## config.mk

```make
export PLATFORM = sky130hd
export DESIGN_NAME = vr_cond_flat
export DESIGN_NICKNAME = d
export VERILOG_FILES = /design/src/rtl/vr_cond_if.sv /design/src/rtl/vr_cond.sv /design/src/flat_wrapper.sv
export SDC_FILE = /design/constraint.sdc
export NUM_CORES = 1
export LEC_CHECK = 0
export CAP_MARGIN = 20
export CORE_ASPECT_RATIO = 1.2
export CORE_MARGIN = 5
export CORE_UTILIZATION = 46
export DETAILED_ROUTE_END_ITERATION = 6
export MAX_ROUTING_LAYER = met4
export PLACE_DENSITY = 0.77
export SLEW_MARGIN = 20
export SYNTH_ARGS = -nofsm -noshare
export SYNTH_HDL_FRONTEND = slang
export SYNTH_SLANG_ARGS = --single-unit
```

## constraint.sdc

```tcl
create_clock -name clk -period 2.6 [get_ports clk]
set_clock_uncertainty 0.15 [all_clocks]
set_input_delay 0.39 -clock clk [delete_from_list [all_inputs] [get_ports clk]]
set_output_delay 0.39 -clock clk [all_outputs]
set_load 0.01 [all_outputs]
```

## src/rtl/vr_cond_if.sv

```systemverilog
// Bundle of the conditioner's signal-side ports: raw comparator input, filter
// settings, and the filtered tooth outputs.
interface vr_cond_if;
    logic        vr_in;
    logic [7:0]  flt_len;
    logic [15:0] blank_len;
    logic        cap;
    logic        cap_edge;
    logic [7:0]  noise_cnt;

    modport master (
        output vr_in, flt_len, blank_len,
        input  cap, cap_edge, noise_cnt
    );

    modport slave (
        input  vr_in, flt_len, blank_len,
        output cap, cap_edge, noise_cnt
    );
endinterface

```

## src/rtl/vr_cond.sv

```systemverilog
// VR/crank signal conditioner: 2-flop sync, qualification FSM, post-rise lockout.
// Define VR_COND_NOISE_CNT_EN to build the saturating rejected-glitch counter.
module vr_cond (
    input  logic     clk,
    input  logic     rst,
    vr_cond_if.slave bus
);

    typedef enum logic [1:0] {LOW, RISE_QUAL, HIGH, FALL_QUAL} state_e;

    state_e      state_q, state_d;
    logic        sync1_q, vr_s_q;
    logic [7:0]  qcnt_q, qcnt_d;
    logic [15:0] bcnt_q, bcnt_d;
    logic        cap_q, cap_d;
    logic        cap_edge_q;
    logic [7:0]  flt_eff;

    assign flt_eff = (bus.flt_len == 8'd0) ? 8'd1 : bus.flt_len;
    assign cap_d   = (state_q == HIGH) || (state_q == FALL_QUAL);

    always_ff @(posedge clk or posedge rst) begin
        if (rst) begin
            sync1_q    <= 1'b0;
            vr_s_q     <= 1'b0;
            state_q    <= LOW;
            qcnt_q     <= 8'd0;
            bcnt_q     <= 16'd0;
            cap_q      <= 1'b0;
            cap_edge_q <= 1'b0;
        end else begin
            sync1_q    <= bus.vr_in;
            vr_s_q     <= sync1_q;
            state_q    <= state_d;
            qcnt_q     <= qcnt_d;
            bcnt_q     <= bcnt_d;
            cap_q      <= cap_d;
            cap_edge_q <= cap_d & ~cap_q;
        end
    end

    // Lockout counts down everywhere; only an accepted rise reloads it.
    always_comb begin
        state_d = state_q;
        qcnt_d  = qcnt_q;
        bcnt_d  = (bcnt_q != 16'd0) ? bcnt_q - 16'd1 : 16'd0;
        case (state_q)
            LOW: begin
                if (vr_s_q && (bcnt_q == 16'd0)) begin
                    state_d = RISE_QUAL;
                    qcnt_d  = 8'd1;
                end
            end
            RISE_QUAL: begin
                if (!vr_s_q) begin
                    state_d = LOW;
                end else if (qcnt_q >= flt_eff) begin
                    state_d = HIGH;
                    bcnt_d  = bus.blank_len;
                end else begin
                    qcnt_d  = qcnt_q + 8'd1;
                end
            end
            HIGH: begin
                if (!vr_s_q) begin
                    state_d = FALL_QUAL;
                    qcnt_d  = 8'd1;
                end
            end
            FALL_QUAL: begin
                if (vr_s_q) begin
                    state_d = HIGH;
                end else if (qcnt_q >= flt_eff) begin
                    state_d = LOW;
                end else begin
                    qcnt_d  = qcnt_q + 8'd1;
                end
            end
            default: state_d = LOW;
        endcase
    end

    assign bus.cap      = cap_q;
    assign bus.cap_edge = cap_edge_q;

`ifdef VR_COND_NOISE_CNT_EN
    logic       vr_p_q;
    logic       noise_evt;
    logic [7:0] noise_cnt_q, noise_cnt_d;

    // A lockout-blocked rise counts once on the vr_s edge, not while held high.
    always_comb begin
        noise_evt = 1'b0;
        case (state_q)
            LOW:       noise_evt = vr_s_q && !vr_p_q && (bcnt_q != 16'd0);
            RISE_QUAL: noise_evt = !vr_s_q;
            FALL_QUAL: noise_evt = vr_s_q;
            default:   noise_evt = 1'b0;
        endcase
        noise_cnt_d = noise_cnt_q;
        if (noise_evt && (noise_cnt_q != 8'hFF)) begin
            noise_cnt_d = noise_cnt_q + 8'd1;
        end
    end

    always_ff @(posedge clk or posedge rst) begin
        if (rst) begin
            vr_p_q      <= 1'b0;
            noise_cnt_q <= 8'd0;
        end else begin
            vr_p_q      <= vr_s_q;
            noise_cnt_q <= noise_cnt_d;
        end
    end

    assign bus.noise_cnt = noise_cnt_q;
`else
    assign bus.noise_cnt = 8'd0;
`endif

endmodule

```

## src/flat_wrapper.sv

```systemverilog
// flat-port wrapper written by rule: the top's interface ports become plain ports
module vr_cond_flat 
  (clk, rst, bus_vr_in, bus_flt_len, bus_blank_len, bus_cap, bus_cap_edge, bus_noise_cnt);
  vr_cond_if bus_i ();
  input  logic clk;
  input  logic rst;
  input wire logic [$bits(bus_i.vr_in)-1:0] bus_vr_in;
  input wire logic [$bits(bus_i.flt_len)-1:0] bus_flt_len;
  input wire logic [$bits(bus_i.blank_len)-1:0] bus_blank_len;
  output wire logic [$bits(bus_i.cap)-1:0] bus_cap;
  output wire logic [$bits(bus_i.cap_edge)-1:0] bus_cap_edge;
  output wire logic [$bits(bus_i.noise_cnt)-1:0] bus_noise_cnt;
  assign bus_i.vr_in = bus_vr_in;
  assign bus_i.flt_len = bus_flt_len;
  assign bus_i.blank_len = bus_blank_len;
  assign bus_cap = bus_i.cap;
  assign bus_cap_edge = bus_i.cap_edge;
  assign bus_noise_cnt = bus_i.noise_cnt;
  vr_cond u_core (.clk(clk), .rst(rst), .bus(bus_i));
endmodule
```

; Word level (Yosys, flattened, before mapping)
; Cells that the tools add are included.
[totals]
reg_bits = 30
inputBits = 27
wordCells = 47
[classes]
n_addsub = 2
n_lt_le_gt_ge = 1
eq_ne = 9
n_mux = 18
bitwise_logic = 2
reduce_logical = 8
[op_table]
columns = op, n
row1 = two-way mux 16 bit, 4
row2 = two-way mux 8 bit, 6
row3 = case mux 8 bit (4 select lines), 1
row4 = zero test 16 bit, 1
row5 = nonzero test 16 bit, 1
row6 = "subtractor 16 x 1 -> 16 bit, second input constant", 1
row7 = two-way mux 2 bit, 6
row8 = "adder 8 x 1 -> 8 bit, second input constant", 1
row9 = greater-or-equal comparator 8 bit, 1
row10 = zero test 8 bit, 1
row11 = case mux 2 bit (4 select lines), 1
row12 = AND reduction 4 bit, 2
row13 = "equality test 2 bit, second input constant", 2
row14 = "!= test 2 x 1 -> 1 bit, second input constant", 2
row15 = "!= test 2 bit, second input constant", 2
row16 = "!= test 3 x 2 -> 1 bit, second input constant", 1
row17 = "!= test 3 bit, second input constant", 1
row18 = "equality test 2 x 1 -> 1 bit, second input constant", 1
row19 = zero test 2 bit, 1
row20 = bitwise AND 1 bit, 1
row21 = logical AND 1 bit, 1
row22 = logical OR 1 bit, 1
row23 = inverter 1 bit, 1

; Logic depth before layout (Yosys ltp)
[logic_depth]
depth_word = 6
depth_mapped = 10
depth_no_buf = 8

; Least setup slack after synthesis
; Ideal clock, no wire load.
[synth_timing]
path_kind = register to register
start = register u_core.bcnt_q[0]
end = register u_core.bcnt_q[14]
arrival_time_ns = 2.560
slack_ns = -0.235
path_stages_with_launch = 9
path_cell_list = dfrtp_1 -> inv_1 -> ha_1 -> or4b_1 -> buf_2 -> or4b_2 -> nor3_1 -> mux2_2 -> mux2_2
[synth_via]
elab_chain_cells = 5
elab_cells_between_ends = 6
classes_between = add/sub: 1 / mux: 4 / reduce/logical: 1
[synth_rtl]
columns = element, line
row1 = from (decl), vr_cond.sv:14  ; logic [15:0] bcnt_q, bcnt_d;
row2 = from (signal assigned), vr_cond.sv:36  ; bcnt_q <= bcnt_d;
row3 = subtractor 16 x 1 -> 16 bit or nonzero test 16 bit (tied branches), vr_cond.sv:46  ; bcnt_d = (bcnt_q != 16'd0) ? bcnt_q - 16'd1 : 16'd0;
row4 = two-way mux 16 bit *, vr_cond.sv:46
row5 = two-way mux 16 bit, vr_cond.sv:57  ; end else if (qcnt_q >= flt_eff) begin
row6 = two-way mux 16 bit, vr_cond.sv:55  ; if (!vr_s_q) begin
row7 = two-way mux 16 bit *, vr_cond.sv:47  ; case (state_q)
row8 = via u_core.bcnt_d[14], vr_cond.sv:14
; The timed path passes the listed nets; every way through them passes the cells marked *.
; A chain may end at the register's enable or synchronous reset.

; Worst setup path in the final report
[layout_timing]
start = register u_core.bcnt_q[1]
end = register u_core.bcnt_q[14]
; Same word-level chain as after synthesis.

==> metrics.csv <==
stage;metric;value;unit
floorplanning;Die Y;80.14;um
global_route;GR Overflow Total;0;
synthesis;Yosys top cell by area;dfrtp_1;
timing;RSZ-0062 raised after global routing;true;
synthesis;Syn Inst Count;196;
finish;Final Cell Area;2572;um^2
synthesis;Mapped Area;1886;um^2
clocking;CTS tree;built;
drt;Final ANT Viol Nets;0;
critical_path;Crit Path Max Fanout;3;
timing;Setup WS post-layout;-0.003156;ns
critical_path;Arr. time, crit path;2.61;ns
timing;sum of negative setup slack;-0.003156;ns
synthesis;count leader, synth;dfrtp_1;
critical_path;Critical Path Source;u_core.bcnt_q[1]$_DFF_PP0_;
power_and_ir_drop;Pwr Density;357.4;nW/um^2
drt;WL final;4.292;mm
synthesis;ys async rst share;1.000;
finish;nets@finish;285;
critical_path;Worst Path Buf+Inv;1;
floorplanning;core area;3941;um^2
floorplanning;Cell Rows;25;
power_and_ir_drop;Sw Ratio;0.2149;
drt;drt wl/cell;14.26;um
critical_path;Max stage delay on crit path;0.53;ns
placement;port bufs;28;
synthesis;dominant cells by area after synthesis;dfrtp_1 (40%), o31ai_1 (6.8%), ha_1 (6.6%), mux2_2 (4.2%), nand3_1 (3.7%);
min_path;Worst Hold Class;register to register;
critical_path;crit path capture type;register;
critical_path;Worst setup SP type;register;
timing;endpoints failing hold;0;
global_route;first-pass GRT wire length;6.844;mm
critical_path;Worst Reg-to-Reg Cells;7;
drt;Post-route DRC;0;
clocking;root buf cell;clkbuf_8;
timing;final setup violating endpoints;1;
flow_run;maximum capacitance violations;0;
synthesis;Netlist cell types;42;
synthesis;Syn Area/Cell;9.620;um^2
critical_path;most used cell, CP;or4b_4;
drt;via count;1648;
run_status;status;finished with violations;
power_and_ir_drop;Clock Power Share;0.392;
critical_path;reg2reg start;u_core.bcnt_q[1]$_DFF_PP0_;
synthesis;top cells by count, synth;dfrtp_1 (30), o31ai_1 (17), inv_1 (14), nand3_1 (14), ha_1 (10);
critical_path;Slowest cell on crit path;or4b_4;
synthesis;Yosys reg bits;30;
min_path;Hold Path Depth;0;
finish;ratio of cells with drive above 1 in the final layout;0.2834;
synthesis;EDFF count, synth;0;
critical_path;r2r endpoint;u_core.bcnt_q[14]$_DFF_PP0_;
power_and_ir_drop;Leak;1.048;nW
timing;hold slack;0.1967;ns
synthesis;register area share after synthesis;0.3981;
placement;Placer Congestion;0.8551;
power_and_ir_drop;sw power;0.0001976;W
drt;DR iter-0 viols;57;
critical_path;Worst Path Required;2.61;ns
global_route;initial antenna violation count;0;
placement;DP Worst Slack;-0.6168;ns
critical_path;WP depth;7;
timing;Max Clk Rate;384.1;MHz
clocking;clk_lat worst skew;0.28;ns
floorplanning;Die ar.;5485;um^2
finish;FILL cells;327;
power_and_ir_drop;Logic pwr share;0.098;
drt;vias per cell;5.475;
power_and_ir_drop;VDD IR-drop max;0.0003356;V
clocking;# hold bufs at CTS;0;
clocking;Reg clk slew, reported paths;0.06;ns
clocking;cts bufs inserted;5;
clocking;clk sink count;30;
drt;Pre-antenna DRT Iters;4;
synthesis;Synth top area share;0.3981;
floorplanning;Die Width;68.45;um
clocking;clock tree buffer depth;2;
floorplanning;# IOs;37;
clocking;H-tree levels;2;
global_route;number of global-route vias before repair;1546;
global_route;largest net degree at the start of global routing;31;
synthesis;warnings from Yosys;0;
critical_path;R2R Setup Slk;-0.003;ns
placement;Post-Place Cell Area;2352;um^2
run_status;failing checks;setup timing;
global_route;total track usage;0.1739;
timing;fin crit share;1.001;
timing;Final min period;2.603;ns
synthesis;ys flop type;dfrtp_1;
critical_path;Crit Path Category;register to register;
power_and_ir_drop;internal power;0.0007218;W
placement;post-DP HPWL;3.053;mm
floorplanning;Starting Density;0.4784;
critical_path;crit path cell chain;inv_1 > ha_1 > or4b_4 > or4b_4 > nor3_4 > mux2_4 > mux2_2;
timing;Slew Limit Fails;0;
power_and_ir_drop;Flop pwr share;0.510;
power_and_ir_drop;total power;0.0009195;W
finish;synth-to-layout area growth;36.43;%
finish;diodes inserted;0;
critical_path;end of the critical path;u_core.bcnt_q[14]$_DFF_PP0_;
critical_path;CP top delay family;simple AND/OR/NAND/NOR gates;
==> power groups by stage <==
stage | clock (W) | sequential, W | combinational, W
after detailed placement | 0 | 0.000478 | 0.0000861
after CTS | 0.000375 | 0.000469 | 0.0000877
after global placement | 0 | 0.000478 | 0.0000851
after global routing | 0.000396 | 0.000469 | 0.0000990
final | 0.000360 | 0.000469 | 0.0000900
after floorplan | 0 | 0.000477 | 0.0000398
==> worst min path at each step <==
stage                                    endpoint                     start  slack (ns)
final                     u_core.vr_s_q$_DFF_PP0_  u_core.sync1_q$_DFF_PP0_        0.20
after CTS                 u_core.vr_s_q$_DFF_PP0_  u_core.sync1_q$_DFF_PP0_        0.20
after global placement    u_core.vr_s_q$_DFF_PP0_  u_core.sync1_q$_DFF_PP0_        0.18
after global routing      u_core.vr_s_q$_DFF_PP0_  u_core.sync1_q$_DFF_PP0_        0.22
after floorplan           u_core.vr_s_q$_DFF_PP0_  u_core.sync1_q$_DFF_PP0_        0.18
after detailed placement  u_core.vr_s_q$_DFF_PP0_  u_core.sync1_q$_DFF_PP0_        0.19
==> registers in the layout (all words and copies together), names as in the netlist, named ones only <==
register / cells
u_core.vr_s_q: 1
u_core.bcnt_q: 16
u_core.bus.cap_edge: 1
u_core.bus.cap: 1
u_core.state_q: 1
u_core.sync1_q: 1
u_core.qcnt_q: 8
==> layout by cell type, fill, tap and decap left out, types with 3 or more instances in the layout <==
master	netlist	routed
or3_1	3	3
or4_1	5	4
mux2i_1	4	4
a21oi_2	0	3
xor2_1	4	4
nor4_1	4	3
nor2b_1	4	4
mux2_2	7	6
a21oi_1	7	4
nand3_1	14	14
buf_4	9	23
clkdlybuf4s50_1	0	20
xnor2_1	3	3
inv_1	14	11
o31ai_1	17	15
o21ai_0	5	5
nand2_1	9	9
clkbuf_8	0	6
ha_1	10	10
or4_4	2	3
nor3_1	5	4
inv_2	0	3
dfrtp_1	30	30
dlygate4sd2_1	0	4
nor2_1	9	7
conb_1	1	8
==> timing repair <==
action / CTS / global route
pin swaps: 9 / 7
gates resized for setup: 29 / 19
buffers inserted: 3 / 1
setup endpoints to repair: 25 / 15
gates cloned: 0 / 1
==> stage by stage <==
stage / instances / util
2_1_floorplan: 203 / -
3_3_place_gp: 290 / 0.5968
3_5_place_dp: 290 / 0.5968
4_1_cts: 299 / 0.6283
5_1_grt: 301 / 0.6527
6_report: 301 / 0.6527
==> area by class of cell <==
cell class / instances / area [um^2] / share of cell area
Timing Repair Buffer: 54 / 480.5 / 0.1868
Sequential cell: 30 / 750.7 / 0.2918
Inverter: 14 / 52.55 / 0.02043
Tap cell: 54 / 67.56 / 0.02626
Multi-Input combinational cell: 143 / 1139 / 0.4426
Clock buffer: 6 / 82.58 / 0.03210
==> routing by layer <==
| layer | vias to the layer above | wire (um) | global-route usage |
|---|---|---|---|
| met5 | - | 0 | - |
| met1 | 778 | 1725 | 0.2012 |
| li1 | 808 | - | - |
| met4 | 0 | 67 | 0.08350 |
| met2 | 58 | 2205 | 0.2779 |
| met3 | 4 | 293 | 0.04196 |
==> cell families after synthesis <==
family,after synthesis,synth area share
simple gates,65,0.1997
other cells,1,0.001989
flops,30,0.3981
buf+inv,31,0.08427
compound gates,41,0.1539
xor+xnor,7,0.03252
mux,11,0.06304
fa+ha+maj,10,0.06636
Power figures use the tool's default switching activity.
